### src/rtl/dlx_pkg.sv
`default_nettype none
// dlx_pkg: shared opcode, forwarding and multiplier-state types for the DLX execute stage.
package dlx_pkg;

  localparam int XLEN      = 32;
  localparam int REG_IDX_W = 5;

  typedef enum logic [3:0] {
    ALU_ADD  = 4'd0,
    ALU_SUB  = 4'd1,
    ALU_AND  = 4'd2,
    ALU_OR   = 4'd3,
    ALU_XOR  = 4'd4,
    ALU_SLL  = 4'd5,
    ALU_SRL  = 4'd6,
    ALU_SRA  = 4'd7,
    ALU_SLT  = 4'd8,
    ALU_SLTU = 4'd9,
    ALU_MUL  = 4'd10
  } alu_op_t;

  typedef enum logic [1:0] {
    FWD_RF  = 2'd0,
    FWD_MEM = 2'd1,
    FWD_WB  = 2'd2
  } fwd_sel_t;

  typedef enum logic {
    MUL_IDLE = 1'b0,
    MUL_BUSY = 1'b1
  } mul_state_t;

  // MEM is younger than WB, so it wins; register 0 is hard-wired and never forwards.
  function automatic fwd_sel_t fwd_select(input logic [REG_IDX_W-1:0] rs,
                                          input logic [REG_IDX_W-1:0] rd_mem,
                                          input logic [REG_IDX_W-1:0] rd_wb);
    if (rs != '0 && rs == rd_mem) return FWD_MEM;
    if (rs != '0 && rs == rd_wb)  return FWD_WB;
    return FWD_RF;
  endfunction

endpackage
`default_nettype wire

### src/rtl/ex_mul_iter.sv
`default_nettype none
// ex_mul_iter: iterative shift-add multiplier, MUL_BITS multiplier bits per cycle.
module ex_mul_iter #(
  parameter int XLEN     = 32,
  parameter int MUL_BITS = 1
) (
  input  logic            clk,
  input  logic            reset_n,
  input  logic            start,
  input  logic [XLEN-1:0] a,
  input  logic [XLEN-1:0] b,
  output logic            busy,
  output logic            done,
  output logic [XLEN-1:0] result
);
  import dlx_pkg::*;

  localparam int N_IT  = XLEN / MUL_BITS;
  localparam int CNT_W = (N_IT > 1) ? $clog2(N_IT) : 1;

  mul_state_t       state;
  logic [CNT_W-1:0] cnt;
  logic [XLEN-1:0]  acc;
  logic [XLEN-1:0]  a_sh;
  logic [XLEN-1:0]  b_sh;
  logic [XLEN-1:0]  partial;
  logic [XLEN-1:0]  acc_next;

  always_comb begin
    partial = '0;
    for (int j = 0; j < MUL_BITS; j++) begin
      if (b_sh[j]) partial = partial + (a_sh << j);
    end
  end

  assign acc_next = acc + partial;
  assign busy     = (state == MUL_BUSY);
  assign done     = busy && (cnt == CNT_W'(N_IT - 1));
  // The final product is the accumulator after the last iteration, so present it combinationally.
  assign result   = acc_next;

  always_ff @(posedge clk) begin
    if (!reset_n) begin
      state <= MUL_IDLE;
      cnt   <= '0;
      acc   <= '0;
      a_sh  <= '0;
      b_sh  <= '0;
    end else begin
      case (state)
        MUL_IDLE: begin
          if (start) begin
            a_sh  <= a;
            b_sh  <= b;
            acc   <= '0;
            cnt   <= '0;
            state <= MUL_BUSY;
          end
        end
        MUL_BUSY: begin
          acc  <= acc_next;
          a_sh <= a_sh << MUL_BITS;
          b_sh <= b_sh >> MUL_BITS;
          cnt  <= cnt + 1'b1;
          if (done) state <= MUL_IDLE;
        end
        default: state <= MUL_IDLE;
      endcase
    end
  end

endmodule
`default_nettype wire

### src/rtl/ex_stage.sv
`default_nettype none
// ex_stage: DLX execute stage with MEM/WB forwarding, ALU, iterative MUL and EX/MEM registers.
module ex_stage #(
  parameter int XLEN     = dlx_pkg::XLEN,
  parameter int MUL_BITS = 1
) (
  input  logic            clk,
  input  logic            reset_n,
  input  logic            valid_EX,
  input  logic [3:0]      alu_op_EX,
  input  logic [XLEN-1:0] S1_EX,
  input  logic [XLEN-1:0] S2_EX,
  input  logic [4:0]      Rs1_EX,
  input  logic [4:0]      Rs2_EX,
  input  logic [XLEN-1:0] imm_EX,
  input  logic            use_imm_EX,
  input  logic [4:0]      Rd_EX,
  input  logic            d_write_enable_EX,
  input  logic            d_load_enable_EX,
  input  logic [XLEN-1:0] ALU_out_MEM_backward,
  input  logic [4:0]      Rd_MEM_backward,
  input  logic [XLEN-1:0] WB_data_backward,
  input  logic [4:0]      Rd_WB_backward,
  output logic            stall_EX,
  output logic [XLEN-1:0] ALU_out_MEM,
  output logic [XLEN-1:0] S3_MEM,
  output logic            d_write_enable_MEM,
  output logic            d_load_enable_MEM,
  output logic [4:0]      Rd_MEM
);
  import dlx_pkg::*;

  localparam int SHAMT_W = $clog2(XLEN);

  alu_op_t              op;
  fwd_sel_t             sel_a;
  fwd_sel_t             sel_b;
  logic [XLEN-1:0]      fwd_a;
  logic [XLEN-1:0]      fwd_b;
  logic [XLEN-1:0]      op_b;
  logic [SHAMT_W-1:0]   shamt;
  logic [XLEN-1:0]      alu_res;
  logic                 is_mul;
  logic                 mul_start;
  logic                 mul_busy;
  logic                 mul_done;
  logic [XLEN-1:0]      mul_result;
  logic [REG_IDX_W-1:0] rd_mul;

  assign op    = alu_op_t'(alu_op_EX);
  assign sel_a = fwd_select(Rs1_EX, Rd_MEM_backward, Rd_WB_backward);
  assign sel_b = fwd_select(Rs2_EX, Rd_MEM_backward, Rd_WB_backward);

  always_comb begin
    case (sel_a)
      FWD_MEM: fwd_a = ALU_out_MEM_backward;
      FWD_WB:  fwd_a = WB_data_backward;
      default: fwd_a = S1_EX;
    endcase
    case (sel_b)
      FWD_MEM: fwd_b = ALU_out_MEM_backward;
      FWD_WB:  fwd_b = WB_data_backward;
      default: fwd_b = S2_EX;
    endcase
  end

  assign op_b  = use_imm_EX ? imm_EX : fwd_b;
  assign shamt = op_b[SHAMT_W-1:0];

  always_comb begin
    alu_res = '0;
    case (op)
      ALU_ADD:  alu_res = fwd_a + op_b;
      ALU_SUB:  alu_res = fwd_a - op_b;
      ALU_AND:  alu_res = fwd_a & op_b;
      ALU_OR:   alu_res = fwd_a | op_b;
      ALU_XOR:  alu_res = fwd_a ^ op_b;
      ALU_SLL:  alu_res = fwd_a << shamt;
      ALU_SRL:  alu_res = fwd_a >> shamt;
      ALU_SRA:  alu_res = XLEN'($signed(fwd_a) >>> shamt);
      ALU_SLT:  alu_res = {{(XLEN-1){1'b0}}, $signed(fwd_a) < $signed(op_b)};
      ALU_SLTU: alu_res = {{(XLEN-1){1'b0}}, fwd_a < op_b};
      default:  alu_res = '0;
    endcase
  end

  // A MUL is only accepted from idle; anything presented while busy is ignored.
  assign is_mul    = valid_EX && (op == ALU_MUL);
  assign mul_start = reset_n && is_mul && !mul_busy;
  assign stall_EX  = reset_n && (mul_start || (mul_busy && !mul_done));

  ex_mul_iter #(
    .XLEN     (XLEN),
    .MUL_BITS (MUL_BITS)
  ) u_mul (
    .clk     (clk),
    .reset_n (reset_n),
    .start   (mul_start),
    .a       (fwd_a),
    .b       (op_b),
    .busy    (mul_busy),
    .done    (mul_done),
    .result  (mul_result)
  );

  always_ff @(posedge clk) begin
    if (!reset_n)       rd_mul <= '0;
    else if (mul_start) rd_mul <= Rd_EX;
  end

  always_ff @(posedge clk) begin
    if (!reset_n) begin
      ALU_out_MEM        <= '0;
      S3_MEM             <= '0;
      d_write_enable_MEM <= 1'b0;
      d_load_enable_MEM  <= 1'b0;
      Rd_MEM             <= '0;
    end else if (mul_done) begin
      ALU_out_MEM        <= mul_result;
      S3_MEM             <= '0;
      d_write_enable_MEM <= 1'b0;
      d_load_enable_MEM  <= 1'b0;
      Rd_MEM             <= rd_mul;
    end else if (stall_EX || mul_busy || !valid_EX) begin
      ALU_out_MEM        <= '0;
      S3_MEM             <= '0;
      d_write_enable_MEM <= 1'b0;
      d_load_enable_MEM  <= 1'b0;
      Rd_MEM             <= '0;
    end else begin
      ALU_out_MEM        <= alu_res;
      S3_MEM             <= fwd_b;
      d_write_enable_MEM <= d_write_enable_EX;
      d_load_enable_MEM  <= d_load_enable_EX;
      Rd_MEM             <= Rd_EX;
    end
  end

endmodule
`default_nettype wire

### config.mk
export PLATFORM = sky130hd
export DESIGN_NAME = ex_stage
export DESIGN_NICKNAME = d
export VERILOG_FILES = /design/src/rtl/dlx_pkg.sv /design/src/rtl/ex_mul_iter.sv /design/src/rtl/ex_stage.sv
export SDC_FILE = /design/constraint.sdc
export NUM_CORES = 1
export LEC_CHECK = 0
export BUFFER_PORTS_ARGS = -buffer_cell sky130_fd_sc_hd__buf_2
export CORE_MARGIN = 4
export CORE_UTILIZATION = 30
export DETAILED_ROUTE_END_ITERATION = 8
export GPL_TIMING_DRIVEN = 0
export SYNTH_ARGS = -nofsm -noshare
export SYNTH_HDL_FRONTEND = slang
export SYNTH_HIERARCHICAL = 1
export SYNTH_SLANG_ARGS = --single-unit
### constraint.sdc
create_clock -name clk -period 7.7 [get_ports clk]
set_input_delay 1.54 -clock clk [delete_from_list [all_inputs] [get_ports clk]]
set_output_delay 1.54 -clock clk [all_outputs]
set_load 0.05 [all_outputs]
Word-level counts from Yosys, hierarchy flattened
Cells that the tools add are included.
Storage, ports and cells
  register bits after elaboration: 178
  output and inout bits: 72
  word-level logic and storage cells: 99
Operators by class
  add/subtract/negate cells: 4
  order comparisons: 2
  eq/ne operators: 20
  shift-type cells: 3
  muxes and demuxes: 34
  bitwise logic cells: 5
  reduce and logical (&&, ||, !) cells: 20
Operator list (count)
  32-bit one-hot mux with 10 select lines: 1
  32-bit one-hot mux with 2 select lines: 5
  32-bit two-way mux: 7
  32-bit adder: 2
  32-bit less-than comparator: 2
  32-bit AND: 1
  32-bit bitwise OR: 1
  32-bit by 5-bit left shift with 32-bit output: 1
  32-bit by 5-bit >> shifter with 32-bit output: 1
  32-bit by 5-bit >>> shifter with 32-bit output: 1
  32-bit subtractor: 1
  32-bit bitwise XOR: 1
  5-bit == test: 4
  4-bit by 3-bit == test with 1-bit output (second input constant): 4
  2-bit two-way mux: 8
  5-bit two-way mux: 3
  4-bit == test (second input constant): 3
  1-bit logical AND: 10
  5-bit one-hot mux with 2 select lines: 1
  5-bit nonzero test: 2
  4-bit by 2-bit == test with 1-bit output (second input constant): 2
  1-bit two-way mux: 8
  5-bit by 1-bit adder with 5-bit output (second input constant): 1
  5-bit == test (second input constant): 1
  10 further kinds: 17

Logic depth before layout (Yosys ltp)
Gate-level depths: netlist (run 1).
  depth in word-level cells: 13
  gate-level depth with buffers: 24
  mapped depth without buffers: 20

Hierarchy
The synthesis (run 1) kept the hierarchy.
Modules (own cells, without submodules)
  ex_stage: instances 1, cells each 1935, area each 13256.5 um2, sequential area each 1521.5 um2
  ex_mul_iter: instances 1, cells each 777, area each 6468.7 um2, sequential area each 2042.0 um2

Worst setup path after synthesis (run 1)
OpenSTA, ideal clock, no wires.
  kind: input to register
  start point: input Rs2_EX[1]
  end point: register ALU_out_MEM[16]
  arrival: 6054 ps
  required time: 7573 ps
  slack: 1518 ps
  cell stages on the path: 23
  buffers on the path: 6
  cell sequence: or4_4 > o211ai_2 > nor2_1 > buf_6 > nand3b_1 > a32o_1 > buf_2 > buf_2 > buf_4 > buf_2 > buf_2 > ha_1 > o21bai_1 > a21oi_1 > o221ai_1 > a21o_1 > a211oi_1 > o31ai_1 > a311oi_1 > mux2i_1 > o21ai_0 > a221oi_1 > o21ai_0
Between the ends
  cells in the longest elaborated chain, start to end: 13
Ends and longest elaborated chain
  from (decl): line ex_stage.sv:14  | input logic [4:0] Rs2_EX,
  5-bit == test or 5-bit nonzero test (tied branches): line dlx_pkg.sv:38, dlx_pkg.sv:37
  1-bit logical AND: line dlx_pkg.sv:38  | if (rs != '0 && rs == rd_wb) return FWD_WB;
  1-bit two-way mux (2 in series): line dlx_pkg.sv:38
  2-bit two-way mux: line dlx_pkg.sv:39  | return FWD_RF;
  2-bit two-way mux *: line dlx_pkg.sv:38
  2-bit == test or 2-bit by 1-bit == test with 1-bit output (tied branches): line ex_stage.sv:60  | case (sel_b)
  32-bit one-hot mux with 2 select lines *: line ex_stage.sv:60
  32-bit two-way mux *: line ex_stage.sv:67  | assign op_b = use_imm_EX ? imm_EX : fwd_b;
  32-bit subtractor, or another cell as far along: line ex_stage.sv:74  | ALU_SUB: alu_res = fwd_a - op_b;
  32-bit one-hot mux with 10 select lines *: line ex_stage.sv:72  | case (op)
  32-bit two-way mux *: line ex_stage.sv:124  | end else if (stall_EX || mul_busy || !valid_EX) begin
  32-bit two-way mux *: line ex_stage.sv:118  | end else if (mul_done) begin
  to (signal assigned): line ex_stage.sv:119  | ALU_out_MEM <= mul_result;
  to (signal assigned): line ex_stage.sv:131  | ALU_out_MEM <= alu_res;
  to (decl): line ex_stage.sv:25  | output logic [XLEN-1:0] ALU_out_MEM,
Every way passes the cells marked *; elsewhere a longest branch is shown, timed or not. The select of a mux whose other input is x is not followed.
A chain may end at the register's enable or synchronous reset.

Worst setup path after layout (run 1)
Ends and elaborated chain as after synthesis.

==> results.toml, run 1 <==
[status]
status = "finished, violations left"
violations = "negative setup slack"

[setup_path]
crit_top_cell = "buf_2"
path_delay_family = "compound AO/OA/AOI/OAI gates"
crit_slowest_cell = "or4_4"
end_kind = "flip-flop"
slowest_delay_ns = 0.56
path_cells = "buf_2 -> or4_4 -> o211ai_2 -> nor2_1 -> buf_6 -> a32o_1 -> o31ai_4 -> buf_2 -> buf_2 -> buf_2 -> ha_1 -> inv_1 -> a21oi_2 -> o221ai_1 -> a21o_1 -> a211oi_2 -> o31ai_1 -> a311oi_1 -> mux2i_1 -> o21ai_0 -> a221oi_2 -> o21ai_0"
crit_path_start_kind = "input pin"
path_class = "input pin to flip-flop"
arrival_ns = 8.04
crit_buf_inv = 6
required_ns = 8.02
path_max_fanout = 11

[floorplanning]
start_util_pct = 30.43
num_io_pins = 267
fp.dieArea_um2 = 69920
fp.dieW_um = 264.4
coreArea_um2 = 64810
dieHeight_um = 264.4
num_rows = 93

[pwr]
p_per_area_nw_per_um2 = 154.0
ir_worst_vdd_v = 0.0001041
power_switching_mw = 1.691
netSwitchingFraction_pct = 47.37
p_comb_share_pct = 47.8
p_leak_nw = 9.642
p_seq_share_pct = 26.6
p_int_mw = 1.879
p_clk_share_pct = 25.6

[route]
detail-route-antenna-nets = 0
firstDrtPassIters = 9
drc = 0
vias_per_cell = 6.011
drt_wl_total_um = 113900
first_iter_violations = 3227
wl_per_cell_um = 29.31
vias = 23365

[layout]
regArea_um2 = 3563
area_growth_pct = 17.51
nFillCells = 7056
multi_input_area_um2 = 15090
drive_gt1_share_pct = 15.54
final_nets = 3348
final_cell_mix = "nand2_1 (344), buf_2 (298), mux2i_1 (240), o21ai_0 (217), nor2_1 (194)"
final_common_cell = "nand2_1"

[clock_tree]
cts_tree = "yes"
cts_made_buffers = 17
cts_htree_levels = 4
cts_max_path_buffers = 2
clock_latency_ns = 0.52
clock-root-buffer = "clkbuf_16"
clk_pin_slew_ns = 0.08
numClockSinks = 178

[sta]
fin_setup_tns_ns = -0.01856
fin_skew_ns = 0.02488
fin_crit_sh_pct = 100.2
final_hold_viol_count = 0
rsz0062_at_grt = "yes"
setup_slack_ns = -0.01856
period_needed_ns = 7.719
maxSlewViolCount = 0
max_freq_mhz = 129.6
worst_pin_slew_ns = 1.442
setup_viol_count_final = 1
maxSlewHeadroom_pct = 2.881

[yosys]
yosysTopAreaCellShare_pct = 18.07
synthArstFlopShare_pct = 0
ys_seq_area_share_pct = 18.07
syn_avg_cell_area_um2 = 7.273
synth_flop_cell = "dfxtp_1"
synth_cells = 2712
synth_top_area_cell = "dfxtp_1"
synth_edf_count = 0
yosysUniqueCellTypes = 97
synth_top_cells_by_area = "dfxtp_1 (18%), mux2i_1 (12%), ha_1 (8.4%), nand2_1 (6.5%), o21ai_0 (5.5%)"
syn-num-nets = 3042
syn-cell-area_um2 = 19730
ys_seq_elements = 178
ys.warnings.count = 6

[grt]
grt_util_all_layers_pct = 30.97
grt_overflow = 0
grt_pass1_wl_um = 159200
antenna_found_initial = 1
met2_usage_pct = 46.91
met1_usage_pct = 39.85
grt_pass1_vias = 21979
grt_most_used_layer = "met2"
grt_use_met3_pct = 6.107
grt_max_degree = 20

[place]
pre_cts_ws_ns = -0.6937
port_buffers = 264
gp_congestion = 1.049
dp.final_hpwl_um = 92370

[hold_path]
holdCritPathClass = "flip-flop to flip-flop"

[job]
drv_cap = 0
repair_timing:
action / 4_1_cts / 5_1_grt
setup buffers: 0 / 0
resized for setup: 4 / 11
setup endpoints to repair: 3 / 13
hold buffers: 0 / 0
flip-flops by register name, indices dropped and copies added (netlist names):
name / flops
u_mul/cnt: 5
u_mul/b_sh: 32
rd_mul: 5
d_write_enable_MEM: 1
Rd_MEM: 5
u_mul/busy: 1
d_load_enable_MEM: 1
u_mul/acc: 32
ALU_out_MEM: 32
S3_MEM: 32
u_mul/a_sh: 32
power groups by stage:
| stage | registers [mW] | clock network, mW | logic [mW] |
|---|---|---|---|
| after floorplan | 1.04 | 0 | 0.896 |
| after global placement | 0.971 | 0 | 1.59 |
| after detailed placement | 0.971 | 0 | 1.60 |
| after CTS | 0.949 | 0.940 | 1.61 |
| after global routing | 0.952 | 0.968 | 1.76 |
| final | 0.949 | 0.914 | 1.71 |
stage by stage:
step                area [um^2]  hold slack [ns]  power (mW)  util, %  instances
floorplan                 19730           0.4337       1.931        -       2712
global placement          22120           0.4439       2.559    34.12       3831
detailed placement        22530           0.4473       2.574    34.77       3854
CTS                       23130           0.4585       3.501    35.69       3886
global route              23180           0.4845       3.678    35.76       3886
finish                    23180           0.4583       3.570    35.76       3887
metal layers:
metal	part of all wire (%)	up-vias
met5	0	-
met4	7.7	0
met3	9.0	326
met2	43	1331
met1	41	11275
li1	-	10433
cell families after synthesis:
group | Yosys count | share of synthesized area (%)
AO/OA/AOI/OAI | 816 | 27.36
multiplexers | 256 | 13.14
flip-flops | 178 | 18.07
buffers and inverters | 300 | 6.388
AND/OR/NAND/NOR | 968 | 23.76
adder cells (fa/ha/maj) | 135 | 8.677
XOR/XNOR | 59 | 2.620
worst register-to-register path: stages (launching register included):
cell and delay [ns]:
dfxtp_1 0.52, clkbuf_1 0.28, and2_1 0.20, ha_1 0.12
buf_2 0.17, a21oi_1 0.10, o32ai_1 0.50, nor2_2 0.13
o31ai_4 0.38, a41oi_1 0.26, xor2_1 0.32, xor2_1 0.13
nand2_1 0.20, o2111ai_1 0.17, a2111oi_0 0.77, o31ai_1 0.17
a2111oi_0 0.66, a32oi_1 0.44
worst paths after layout:
check	endpoint	cells after the start	startpoint	slack [ns]
worst max-delay path	ALU_out_MEM[16]	22	Rs2_EX[1]	-0.02
worst min-delay path	rd_mul[2]	2	rd_mul[2]	0.46
worst max register to register	ALU_out_MEM[31]	17	u_mul/b_sh[0]	1.96
worst min register to register	rd_mul[2]	2	rd_mul[2]	0.46
area by class of cell:
type                            instances  area share (%)
Inverter                              114           1.857
Tap cell                              855           4.615
Timing Repair Buffer                  287           6.883
Antenna cell                            1         0.01080
Multi-Input combinational cell       2234           65.11
Buffer                                186           3.611
Clock inverter                         15          0.7072
Clock buffer                           17           1.835
Sequential cell                       178           15.37
cell usage after synthesis, types with 25 or more instances:
cell,n
and2_1,146
o22ai_1,30
mux2i_1,241
o211ai_1,31
nand2_1,344
nor2_1,194
nor2b_1,39
nand3_1,60
clkbuf_1,119
a22o_1,27
ha_1,132
a21oi_1,179
inv_1,110
buf_2,36
a31oi_1,71
nor3_1,50
xnor2_1,43
dfxtp_1,178
o21ai_0,218
a21o_1,25
Note: power is estimated with default switching activity, not from simulation.
==> run 2, diff against run 1 <==
- MAX_ROUTING_LAYER: default -> met4
- PLACE_DENSITY: default -> 0.49
- clock period: 7.7 -> 8.35 ns (I/O delays scaled with it)
==> results.toml, run 2 (synthesis gave the netlist of run 1 again) <==
[setup_path]
crit_top_cell = "buf_2"
end_kind = "flip-flop"
path_cells = "buf_2 -> or4_4 -> nor2_2 -> nor3_1 -> clkbuf_2 -> nand2_1 -> a32o_1 -> buf_2 -> buf_2 -> buf_2 -> ha_1 -> nor2b_1 -> o21ai_0 -> a21oi_1 -> o21ai_0 -> a21boi_0 -> or2_2 -> a221oi_1 -> a21oi_1 -> a2111oi_0 -> a21oi_1"
crit_path_start_kind = "input pin"
path_class = "input pin to flip-flop"
r2r_end = "ALU_out_MEM[31]"
reg2reg_depth = 17
slowest_delay_ns = 0.86
arrival_ns = 8.56
worst_r2r_startpoint = "u_mul/b_sh[0]"
required_ns = 8.67
path_max_fanout = 13
crit_slowest_cell = "a2111oi_0"
reg2reg_slack_ns = 1.98

[route]
drt_wl_total_um = 132000
firstDrtPassIters = 8
vias_per_cell = 6.107
drc = 0
first_iter_violations = 2574
detail-route-antenna-nets = 0
vias = 23867
wl_per_cell_um = 33.78

[clock_tree]
cts_tree = "yes"
cts_made_buffers = 17
hold_buffers = 0
clk_pin_slew_ns = 0.10
clock_latency_ns = 0.53
clock-root-buffer = "clkbuf_16"
cts_htree_levels = 4
cts_max_path_buffers = 2
numClockSinks = 178

[sta]
final_hold_viol_count = 0
max_freq_mhz = 121.4
maxSlewHeadroom_pct = 2.229
maxSlewViolCount = 0
rsz0062_at_grt = "no"
fin_skew_ns = 0.02597
period_needed_ns = 8.240
worst_pin_slew_ns = 1.462
fin_crit_sh_pct = 98.69
setup_viol_count_final = 0

[layout]
final_common_cell = "nand2_1"
final_cell_mix = "nand2_1 (344), buf_2 (300), mux2i_1 (239), o21ai_0 (217), nor2_1 (194)"
final_nets = 3352
drive_gt1_share_pct = 15.45
area_growth_pct = 18.13
fin_area_um2 = 23300
nFillCells = 7012

[floorplanning]
fp.dieW_um = 264.4
num_rows = 93
start_util_pct = 30.43
num_io_pins = 267
dieHeight_um = 264.4
fp.dieArea_um2 = 69920
coreArea_um2 = 64810

[grt]
antenna_found_initial = 19
grt_max_degree = 22
grt_util_all_layers_pct = 37.15
grt_pass1_vias = 22708
grt_pass1_wl_um = 181000
grt_overflow = 0

[pwr]
power_mw = 3.454
p_leak_nw = 9.682
p_per_area_nw_per_um2 = 148.2
ir_worst_vdd_v = 0.0001681

[place]
dp.final_hpwl_um = 109300
port_buffers = 264
gp_congestion = 1.026
placed_area_um2 = 22600

[job]
drv_cap = 0

[hold_path]
holdPathStages = 1
hp-start = "rd_mul[0]"
min_to = "Rd_MEM[0]"
holdCritPathClass = "flip-flop to flip-flop"

[status]
status = "finished, final reports clean"
-- run 2: what timing repair did --
item,CTS,global route
setup endpoints to repair,0,8
setup buffers,0,4
resized for setup,0,5
-- run 2: layout make-up --
class                      count  area (um^2)  area share [%]
tap                          855         1070           4.591
multi-input combinational   2234        15060           64.63
clock inverter                15        192.7          0.8269
clock buffer                  17        425.4           1.826
inverter                     114        430.4           1.847
buffer                       186        830.8           3.565
antenna                       18        45.04          0.1933
sequential                   178         3563           15.29
timing repair buffer         291         1685           7.233
-- run 2: metrics by stage --
step           worst slack [ns]  util (%)  setup TNS (ns)  hold slack [ns]  instances
2_1_floorplan             2.038         -               0           0.4337       2712
3_3_place_gp            -0.6850     34.12          -4.982           0.4436       3831
3_5_place_dp            -0.4573     34.87          -2.767           0.4529       3854
4_1_cts                  0.1134     35.82               0           0.4519       3886
5_1_grt                0.007920     35.95               0           0.4597       3906
6_report                 0.1096     35.95               0           0.4558       3908
-- run 2: layer usage --
metal	wire length (um)	up-vias	track usage (%)
met2	58360	1327	57.46
li1	-	10449	-
met4	7146	0	16.36
met1	56300	11813	48.01
met3	10210	278	5.885
met5	0	-	-
-- run 2: report_power, final --
part           switching (mW)  total, mW  internal [mW]
sequential            0.00686      0.875          0.868
combinational            1.21       1.67          0.469
clock                   0.493      0.904          0.411
total                    1.70       3.45           1.75
-- run 2: critical path: cells and delay by family --
kind                       cells  cell delay, ns
and+or+nand+nor                6            1.56
buffers and inverters          5            1.70
AOI/OAI and AO/OA              9            3.28
adders and majority gates      1            0.34
-- run 2: how the worst max path moves through the flow --
stage / start / endpoint / slack (ns) / cells past startpoint
detailed placement: Rd_MEM_backward[3] / ALU_out_MEM[30] / -0.46 / 21
global route: Rs2_EX[1] / ALU_out_MEM[29] / 0.008 / 22
CTS: Rd_MEM_backward[3] / ALU_out_MEM[25] / 0.11 / 21
global placement: Rd_WB_backward[3] / ALU_out_MEM[30] / -0.69 / 20
floorplan: Rs2_EX[1] / ALU_out_MEM[16] / 2.04 / 23
finish: Rs2_EX[1] / ALU_out_MEM[15] / 0.11 / 21
